`config.mk`:
```
export PLATFORM = sky130hd
export DESIGN_NAME = incr_stream
export DESIGN_NICKNAME = d
export VERILOG_FILES = /design/src/rtl/incr_stream.sv
export SDC_FILE = /design/constraint.sdc
export NUM_CORES = 1
export LEC_CHECK = 0
export ABC_CLOCK_PERIOD_IN_PS = 2720
export CAP_MARGIN = 30
export CELL_PAD_IN_SITES_DETAIL_PLACEMENT = 0
export CELL_PAD_IN_SITES_GLOBAL_PLACEMENT = 1
export CORE_MARGIN = 5
export CORE_UTILIZATION = 30
export CTS_BUF_LIST = sky130_fd_sc_hd__clkbuf_8
export CTS_CLUSTER_DIAMETER = 30
export DETAILED_ROUTE_END_ITERATION = 6
export PLACE_DENSITY = 0.68
export SYNTH_ARGS = -nofsm -noshare
export SYNTH_HDL_FRONTEND = slang
export SYNTH_SLANG_ARGS = --single-unit
export TNS_END_PERCENT = 20
```
`constraint.sdc`:
```
create_clock -name clk -period 2.72 [get_ports clk]
set_input_delay 0.68 -clock clk [delete_from_list [all_inputs] [get_ports clk]]
set_output_delay 0.68 -clock clk [all_outputs]
set_load 0.03 [all_outputs]
```
`src/rtl/incr_stream.sv`:
```
// ----------------------------------------------------------------------------
// incr_stream
//
// Streaming incrementer with an output FIFO. Each accepted input word has the
// constant STEP added, either wrapping or saturating on carry-out. The result
// and its overflow flag are queued in a DEPTH-entry FIFO and presented at the
// head on a valid/ready output. A saturating counter tracks how many accepted
// words overflowed.
//
// Ports
//   clk        in   rising-edge clock for all state
//   reset_l    in   asynchronous active-low reset
//   in_valid   in   input word present
//   in_ready   out  a word can be accepted this cycle (FIFO not full)
//   in_data    in   input word, WIDTH bits
//   mode_sat   in   1 = saturate on overflow, 0 = wrap (sampled on push)
//   out_valid  out  FIFO head holds a word
//   out_ready  in   consumer takes the head this cycle
//   out_data   out  head result word, 0 while out_valid = 0
//   out_ovf    out  head overflow flag, 0 while out_valid = 0
//   ovf_count  out  saturating count of overflowing pushes
//   count_clr  in   synchronous clear of ovf_count (wins over an increment)
//   level      out  current FIFO occupancy
//
// Every output is taken directly from a flop. The head word is therefore
// precomputed for the next cycle: when a push lands on the slot the read
// pointer is about to point at, the new entry is forwarded instead of being
// read back from the array.
// ----------------------------------------------------------------------------
module incr_stream #(
    parameter int               WIDTH = 70,
    parameter logic [WIDTH-1:0] STEP  = WIDTH'(1),
    parameter int               DEPTH = 4,
    parameter int               CNT_W = 16,
    parameter int               LVL_W = $clog2(DEPTH + 1)
) (
    input  logic             clk,
    input  logic             reset_l,
    input  logic             in_valid,
    output logic             in_ready,
    input  logic [WIDTH-1:0] in_data,
    input  logic             mode_sat,
    output logic             out_valid,
    input  logic             out_ready,
    output logic [WIDTH-1:0] out_data,
    output logic             out_ovf,
    output logic [CNT_W-1:0] ovf_count,
    input  logic             count_clr,
    output logic [LVL_W-1:0] level
);

    localparam int               PTR_W    = (DEPTH > 1) ? $clog2(DEPTH) : 1;
    localparam logic [PTR_W-1:0] PTR_LAST = PTR_W'(DEPTH - 1);
    localparam logic [LVL_W-1:0] LVL_FULL = LVL_W'(DEPTH);
    localparam logic [CNT_W-1:0] CNT_MAX  = {CNT_W{1'b1}};

    // Adds STEP to a word; returns {ovf, result}.
    function automatic logic [WIDTH:0] incr_word(input logic [WIDTH-1:0] din,
                                                 input logic             sat);
        logic [WIDTH:0] sum;
        sum = {1'b0, din} + {1'b0, STEP};
        if (sum[WIDTH]) begin
            if (sat) begin
                incr_word = {1'b1, {WIDTH{1'b1}}};
            end else begin
                incr_word = {1'b1, sum[WIDTH-1:0]};
            end
        end else begin
            incr_word = {1'b0, sum[WIDTH-1:0]};
        end
    endfunction

    // Advances a FIFO pointer, wrapping from DEPTH-1 back to 0.
    function automatic logic [PTR_W-1:0] ptr_next(input logic [PTR_W-1:0] p);
        if (p == PTR_LAST) begin
            ptr_next = {PTR_W{1'b0}};
        end else begin
            ptr_next = p + PTR_W'(1);
        end
    endfunction

    // Storage: each entry is {ovf, result}.
    logic [WIDTH:0]   mem_q [DEPTH];

    logic [PTR_W-1:0] wr_ptr_q, wr_ptr_d;
    logic [PTR_W-1:0] rd_ptr_q, rd_ptr_d;
    logic [LVL_W-1:0] level_q, level_d;
    logic [CNT_W-1:0] cnt_q, cnt_d;
    logic             in_ready_q, in_ready_d;
    logic             out_valid_q, out_valid_d;
    logic [WIDTH:0]   head_q, head_d;

    logic             push_s;
    logic             pop_s;
    logic [WIDTH:0]   entry_s;

    // Handshake decode and the incremented entry for the current input.
    always_comb begin
        push_s  = in_valid && in_ready_q;
        pop_s   = out_valid_q && out_ready;
        entry_s = incr_word(in_data, mode_sat);
    end

    // Pointer and occupancy next-state.
    always_comb begin
        wr_ptr_d = wr_ptr_q;
        rd_ptr_d = rd_ptr_q;
        level_d  = level_q;
        if (push_s) begin
            wr_ptr_d = ptr_next(wr_ptr_q);
        end else begin
            wr_ptr_d = wr_ptr_q;
        end
        if (pop_s) begin
            rd_ptr_d = ptr_next(rd_ptr_q);
        end else begin
            rd_ptr_d = rd_ptr_q;
        end
        case ({push_s, pop_s})
            2'b10:   level_d = level_q + LVL_W'(1);
            2'b01:   level_d = level_q - LVL_W'(1);
            default: level_d = level_q;
        endcase
    end

    // Overflow counter next-state: clear beats increment, increment saturates.
    always_comb begin
        cnt_d = cnt_q;
        if (count_clr) begin
            cnt_d = {CNT_W{1'b0}};
        end else if (push_s && entry_s[WIDTH] && (cnt_q != CNT_MAX)) begin
            cnt_d = cnt_q + CNT_W'(1);
        end else begin
            cnt_d = cnt_q;
        end
    end

    // Next-cycle output values, so the outputs themselves come from flops.
    always_comb begin
        in_ready_d  = (level_d < LVL_FULL);
        out_valid_d = (level_d != {LVL_W{1'b0}});
        head_d      = {(WIDTH + 1){1'b0}};
        if (level_d == {LVL_W{1'b0}}) begin
            head_d = {(WIDTH + 1){1'b0}};
        end else if (push_s && (wr_ptr_q == rd_ptr_d)) begin
            // The next head slot is being written this edge: forward it.
            head_d = entry_s;
        end else begin
            head_d = mem_q[rd_ptr_d];
        end
    end

    // Control and output registers, cleared asynchronously by reset_l.
    always_ff @(posedge clk or negedge reset_l) begin
        if (!reset_l) begin
            wr_ptr_q    <= {PTR_W{1'b0}};
            rd_ptr_q    <= {PTR_W{1'b0}};
            level_q     <= {LVL_W{1'b0}};
            cnt_q       <= {CNT_W{1'b0}};
            in_ready_q  <= 1'b0;
            out_valid_q <= 1'b0;
            head_q      <= {(WIDTH + 1){1'b0}};
        end else begin
            wr_ptr_q    <= wr_ptr_d;
            rd_ptr_q    <= rd_ptr_d;
            level_q     <= level_d;
            cnt_q       <= cnt_d;
            in_ready_q  <= in_ready_d;
            out_valid_q <= out_valid_d;
            head_q      <= head_d;
        end
    end

    // FIFO array write; contents need no reset because level gates all reads.
    always_ff @(posedge clk) begin
        if (push_s) begin
            mem_q[wr_ptr_q] <= entry_s;
        end
    end

    assign in_ready  = in_ready_q;
    assign out_valid = out_valid_q;
    assign out_data  = head_q[WIDTH-1:0];
    assign out_ovf   = head_q[WIDTH];
    assign ovf_count = cnt_q;
    assign level     = level_q;

endmodule
```
### After elaboration in Yosys (flattened, before gate mapping)

Memory sizes are Yosys's and may differ from the RTL's.
Index checks and enable logic that the tools add are counted.

* add/sub/neg operators: 6
* multiply operators: 0
* div/mod/pow operators: 0
* magnitude comparators: 1
* eq/ne operators: 6
* shift-type cells: 0
* mux-type cells: 12
* bitwise operators: 0
* reduce and logical (&&, ||, !) cells: 8

Operators with widths (count)
* 71-bit 2-to-1 mux: 3
* 70-bit by 1-bit adder with 71-bit output, second input constant: 1
* 70-bit 2-to-1 mux: 1
* 16-bit 2-to-1 mux: 2
* 16-bit by 1-bit adder with 16-bit output, second input constant: 1
* 16-bit inequality test, second input constant: 1
* 2-bit == test, second input constant: 3
* 2-bit 2-to-1 mux: 3
* 3-bit case mux with 2 select lines: 1
* 1-bit logical AND: 5
* 2-bit by 1-bit adder with 2-bit output, second input constant: 2
* 3-bit by 1-bit adder with 3-bit output, second input constant: 1
* 3-bit logical NOT: 1
* 3-bit less-than comparator, second input constant: 1
* 3-bit nonzero test: 1
* 3-bit by 1-bit subtractor with 3-bit output, second input constant: 1
* 2-bit by 1-bit == test with 1-bit output, second input constant: 1
* 2-bit == test: 1
* 1-bit 2-to-1 mux: 2
* 2-bit nonzero test: 1

* flip-flop bits (word level): 96
* latch bits: 0
* RAM bits: 284
* bits in read-only memories: 0
* input port bits: 76
* output and inout bits: 92
* logic and storage cells: 41
* memories: 1

Memory list
* mem_q: depth 4, width 71, read ports 1, clocked after memory_dff 0, write ports 1, line 83 `logic [WIDTH:0] mem_q [DEPTH];`

### Longest topological paths before layout

* word-level depth: 7
* mapped depth: 12

### Worst setup path before layout

Ideal clock, no wire load.

* path kind: input-to-reg
* from: input port in_valid
* to: register head_q[10]
* setup time: 136 ps
* arrival time: 2958 ps
* required time: 2584 ps
* slack: -374 ps
* stages: 11
* cell sequence: nand2_1 -> ha_1 -> inv_1 -> fa_1 -> xor2_1 -> nor2_1 -> xor2_1 -> nor3_1 -> clkbuf_1 -> clkbuf_1 -> a21oi_1

* longest elaborated chain between the ends: 5
* elaborated cells on any way between the ends: 8
* classes of those cells: eq/ne (2); mux (3); reduce/logical (3)

RTL lines
* start, declared: line 39 `input logic in_valid,`
* 1-bit logical AND *: line 99 `push_s = in_valid && in_ready_q;`
* 2-bit by 1-bit == test with 1-bit output / 2-bit == test (equally long branches): line 119 `case ({push_s, pop_s})`
* 3-bit case mux with 2 select lines *: line 119
* via level_d[2]: line 87 `logic [LVL_W-1:0] level_q, level_d;`
* 3-bit logical NOT *: line 143 `if (level_d == {LVL_W{1'b0}}) begin`
* 71-bit 2-to-1 mux *: line 143
* via head_d[10]: line 91 `logic [WIDTH:0] head_q, head_d;`
* end signal, assigned: line 162 `head_q <= {(WIDTH + 1){1'b0}};`
* end, declared: line 91

The timed path passes the listed nets; every way through them passes the cells marked *.
A chain may end at the register's enable or synchronous reset.

### Worst setup path in the final report

* from: input port in_data[9]
* to: register head_q[43]

* longest elaborated chain between the ends: 5

RTL lines
* start, declared: line 41 `input logic [WIDTH-1:0] in_data,`
* 70-bit by 1-bit adder with 71-bit output *: line 61 `sum = {1'b0, din} + {1'b0, STEP};`
* 70-bit 2-to-1 mux: line 63 `if (sat) begin`
* 71-bit 2-to-1 mux *: line 62 `if (sum[WIDTH]) begin`
* 71-bit 2-to-1 mux *: line 145 `end else if (push_s && (wr_ptr_q == rd_ptr_d)) begin`
* 71-bit 2-to-1 mux *: line 143
* via head_d[43]: line 91

Marks and branches as above.

==> out/qor.txt <==
Post-DR vias/cell = 4.90
Most used flip-flop cell after synthesis = edfxtp_1
Reg2reg end = head_q[43]
CP Cell Sequence = clkdlybuf4s50_1 > nand4_1 > nor3_4 > buf_4 > nand4_2 > nor3_2 > buf_4 > nor2_2 > buf_12 > a211oi_1
Yosys top cell area share = 0.506
Maximum vdd drop = 0.708 mV
Fmax = 364 MHz
Die width = 247 um
Status = finished, violations left
Fin util = 0.431
Async set-reset flop share out of synthesis = 0.253
Htree depth = 3
R2r setup slk = 0.08 ns
Setup WS pre-CTS = -0.944 ns
Nets = 2022
Crit Path Max Fanout = 25
Longest Clk Path Bufs = 3
Final WL = 55700 um
Dpl hpwl = 37900 um
Final Wtd Congestion = 0.906
CP most frequent cell = buf_4
Fraction of layout cells with a size suffix above 1 = 0.244
FF-to-FF path depth = 12
Iter 0 DRT Violations = 1020
Fin Hold WS = 0.505 ns
Rows = 86
Detailed Routing Iterations Pass 1 = 5
Syn_nets = 1577
Max_cap viols = 0
Grt ovf = 0
Area delta synth->final = 41.7%
Power density over the cells = 1140 mW/mm2
First-pass GRT wire length = 82700 um
# fillers = 5199
Worst stage delay on the critical path = 0.54 ns
Number of setup violations in the final report = 1
CTS clk-pin slew, worst paths = 0.06 ns
Setup crit start kind = primary input
DRC Markers = 0
Port Buffers = 167
Yosys Warn Count = 0
Vias in the first global route = 13500
Most numerous cell in the Yosys netlist = nand2_1
Period utilisation layout = 1.01
Worst Skew = 0.0346 ns
Worst setup EP type = flip-flop
Crit path DAT = 3.28 ns
Netlist Area Pre-Place = 0.0169 mm2
Number of synthesized flops with an enable pin = 284
HP Class = in -> async
Slew margin rel. = 0.666
Post-synth top area cell = edfxtp_1
Die Footprint = 0.0610 mm2
Final setup margin = -0.0303 ns
Reg-to-Reg Start = out_valid
Worst-Margin Slew = 0.500 ns
Via count = 13539
Slowest cell on crit path = clkdlybuf4s50_1
Clock sink count = 380
Final Slew Violations = 0
Antenna violations before repair = 6
DRT antenna net count = 0
Synth area leaders = edfxtp_1 (51%), dfrtp_1 (14%), nand2_1 (8.4%)
RSZ-0062 raised after global routing = yes
Leading cell types by count after synthesis = nand2_1 (378), edfxtp_1 (284), nand3_1 (209)
Root buffer cell = clkbuf_8
Core area = 0.0554 mm2
Final min period = 2.75 ns
Die Y = 247 um
Avg WL per Cell = 20.1 um
Crit Path Class = in -> reg
Synth cell types = 58
Pin count of the biggest net entering global routing = 83
Post-Syn Instances = 1492
Syn_area_per_cell = 11.3 um2
Worst skew pair latency = 0.69 ns
TNS Setup = -0.0303 ns
Dpl cells = 2593
Fin. Hold Viols = 0
Leak Pwr = 9.17 nW
Flops & latches, synth = 380
Boundary pin count = 168
Failing checks = negative setup slack
CTS buffer count = 84
CTS tree = done
Register area share after synthesis = 0.649
Data required time of the worst path = 3.25 ns
Non-filler instance count after layout = 2762
Initial Util = 0.304
GRT Overall Usage = 0.180
==> how the worst max path moves through the flow <==
stage	from	endpoint	cells after the start
3_5_place_dp	in_data[1]	head_q[31]	11
6_report	in_data[9]	head_q[43]	10
4_1_cts	out_ready	head_q[53]	14
3_3_place_gp	in_data[1]	head_q[31]	11
5_1_grt	in_data[1]	head_q[68]	12
2_1_floorplan	in_valid	mem_q[0][0]	1
==> registers in the layout, summed over array words and instances, names as in the netlist <==
register / cells
in_ready: 1
wr_ptr_q: 2
out_valid: 1
mem_q: 284
level: 3
rd_ptr_q: 2
ovf_count: 16
head_q: 71
==> metal layers <==
| layer | vias up | GRT usage | wire length [um] |
|---|---|---|---|
| met5 | - | 0 | 0 |
| met4 | 0 | 0.0571 | 1310 |
| met3 | 84 | 0.0383 | 4210 |
| met2 | 521 | 0.287 | 26200 |
| met1 | 6611 | 0.245 | 23900 |
| li1 | 6323 | - | - |
==> worst max-delay path, delay by kind of cell <==
kind	cells	cell delay (ns)
buffers and inverters	4	1.05
AOI/OAI and AO/OA	1	0.37
and+or+nand+nor	5	1.13
==> timing repair <==
action / CTS / global route
endpoints found under the hold margin: 22 / 0
hold buffers: 1 / 0
gates resized for setup: 10 / 31
pin swaps: 3 / 13
setup endpoints to repair: 216 / 159
buffers inserted: 0 / 5
==> report_power, final <==
part | switching [mW] | internal [mW] | leakage (nW)
logic | 6.99 | 4.42 | 4.34
registers | 0.491 | 7.63 | 3.75
clock network | 2.80 | 4.83 | 1.08
==> area by class of cell <==
cell class | instances | area, um2 | share of cell area
tap | 748 | 936 | 0.0392
antenna | 6 | 15.0 | 0.000629
clock inverter | 65 | 831 | 0.0348
clock buffer | 92 | 1270 | 0.0530
timing repair buffer | 439 | 4050 | 0.170
multi-input combinational | 1016 | 5790 | 0.243
sequential | 380 | 10900 | 0.458
inverter | 16 | 61.3 | 0.00257
==> per-stage QoR <==
stage	total power [mW]	cell area, um2
after floorplan	14.4	16900
after global placement	19.3	21500
after detailed placement	19.4	21500
after CTS	27.2	23700
after global routing	28.6	23900
final	27.2	23900
==> kinds of logic (layout without fill, tap and decap cells) <==
family	after synthesis	count (layout)	share of synthesized area
DFF	380	380	0.649
AOI/OAI and AO/OA	149	149	0.0575
xor gates and xnor gates	68	68	0.0353
and+or+nand+nor	781	781	0.221
adders and majority gates	9	9	0.00713
buffers and inverters	96	612	0.0229
other	0	6	0
muxes	9	9	0.00735
==> cells in the final DEF, fill, tap and decap left out, types with 4 or more instances in the layout <==
| cell | netlist | final |
|---|---|---|
| nor3_2 | 3 | 7 |
| a211oi_1 | 31 | 21 |
| clkinv_4 | 0 | 5 |
| or3_1 | 13 | 12 |
| clkdlybuf4s50_1 | 0 | 164 |
| nand2_1 | 378 | 375 |
| clkinvlp_4 | 0 | 5 |
| buf_12 | 0 | 26 |
| nand4_1 | 30 | 30 |
| clkbuf_8 | 0 | 92 |
| or2_2 | 7 | 7 |
| a21oi_1 | 62 | 62 |
| nor4_1 | 19 | 13 |
| a21o_1 | 20 | 20 |
| and3_2 | 0 | 4 |
| o21ai_0 | 11 | 11 |
| clkinv_1 | 1 | 10 |
| a211oi_2 | 0 | 10 |
| o2bb2ai_1 | 15 | 15 |
| nor2_1 | 39 | 38 |
| xor2_1 | 18 | 16 |
| clkinv_2 | 0 | 12 |
| nor2b_1 | 4 | 4 |
| ha_1 | 8 | 6 |
| bufinv_16 | 0 | 17 |
| nor4_2 | 1 | 6 |
| xnor2_1 | 50 | 50 |
| clkinv_8 | 0 | 4 |
| diode_2 | 0 | 6 |
| mux2_2 | 4 | 4 |
| buf_4 | 0 | 244 |
| and4_1 | 7 | 7 |
| nor3_1 | 23 | 17 |
| nand4_2 | 5 | 4 |
| nand3_1 | 209 | 206 |
| and3_1 | 18 | 14 |
| inv_1 | 14 | 24 |
| dfrtp_1 | 96 | 96 |
| edfxtp_1 | 284 | 284 |
(Power assumes the default switching activity.)
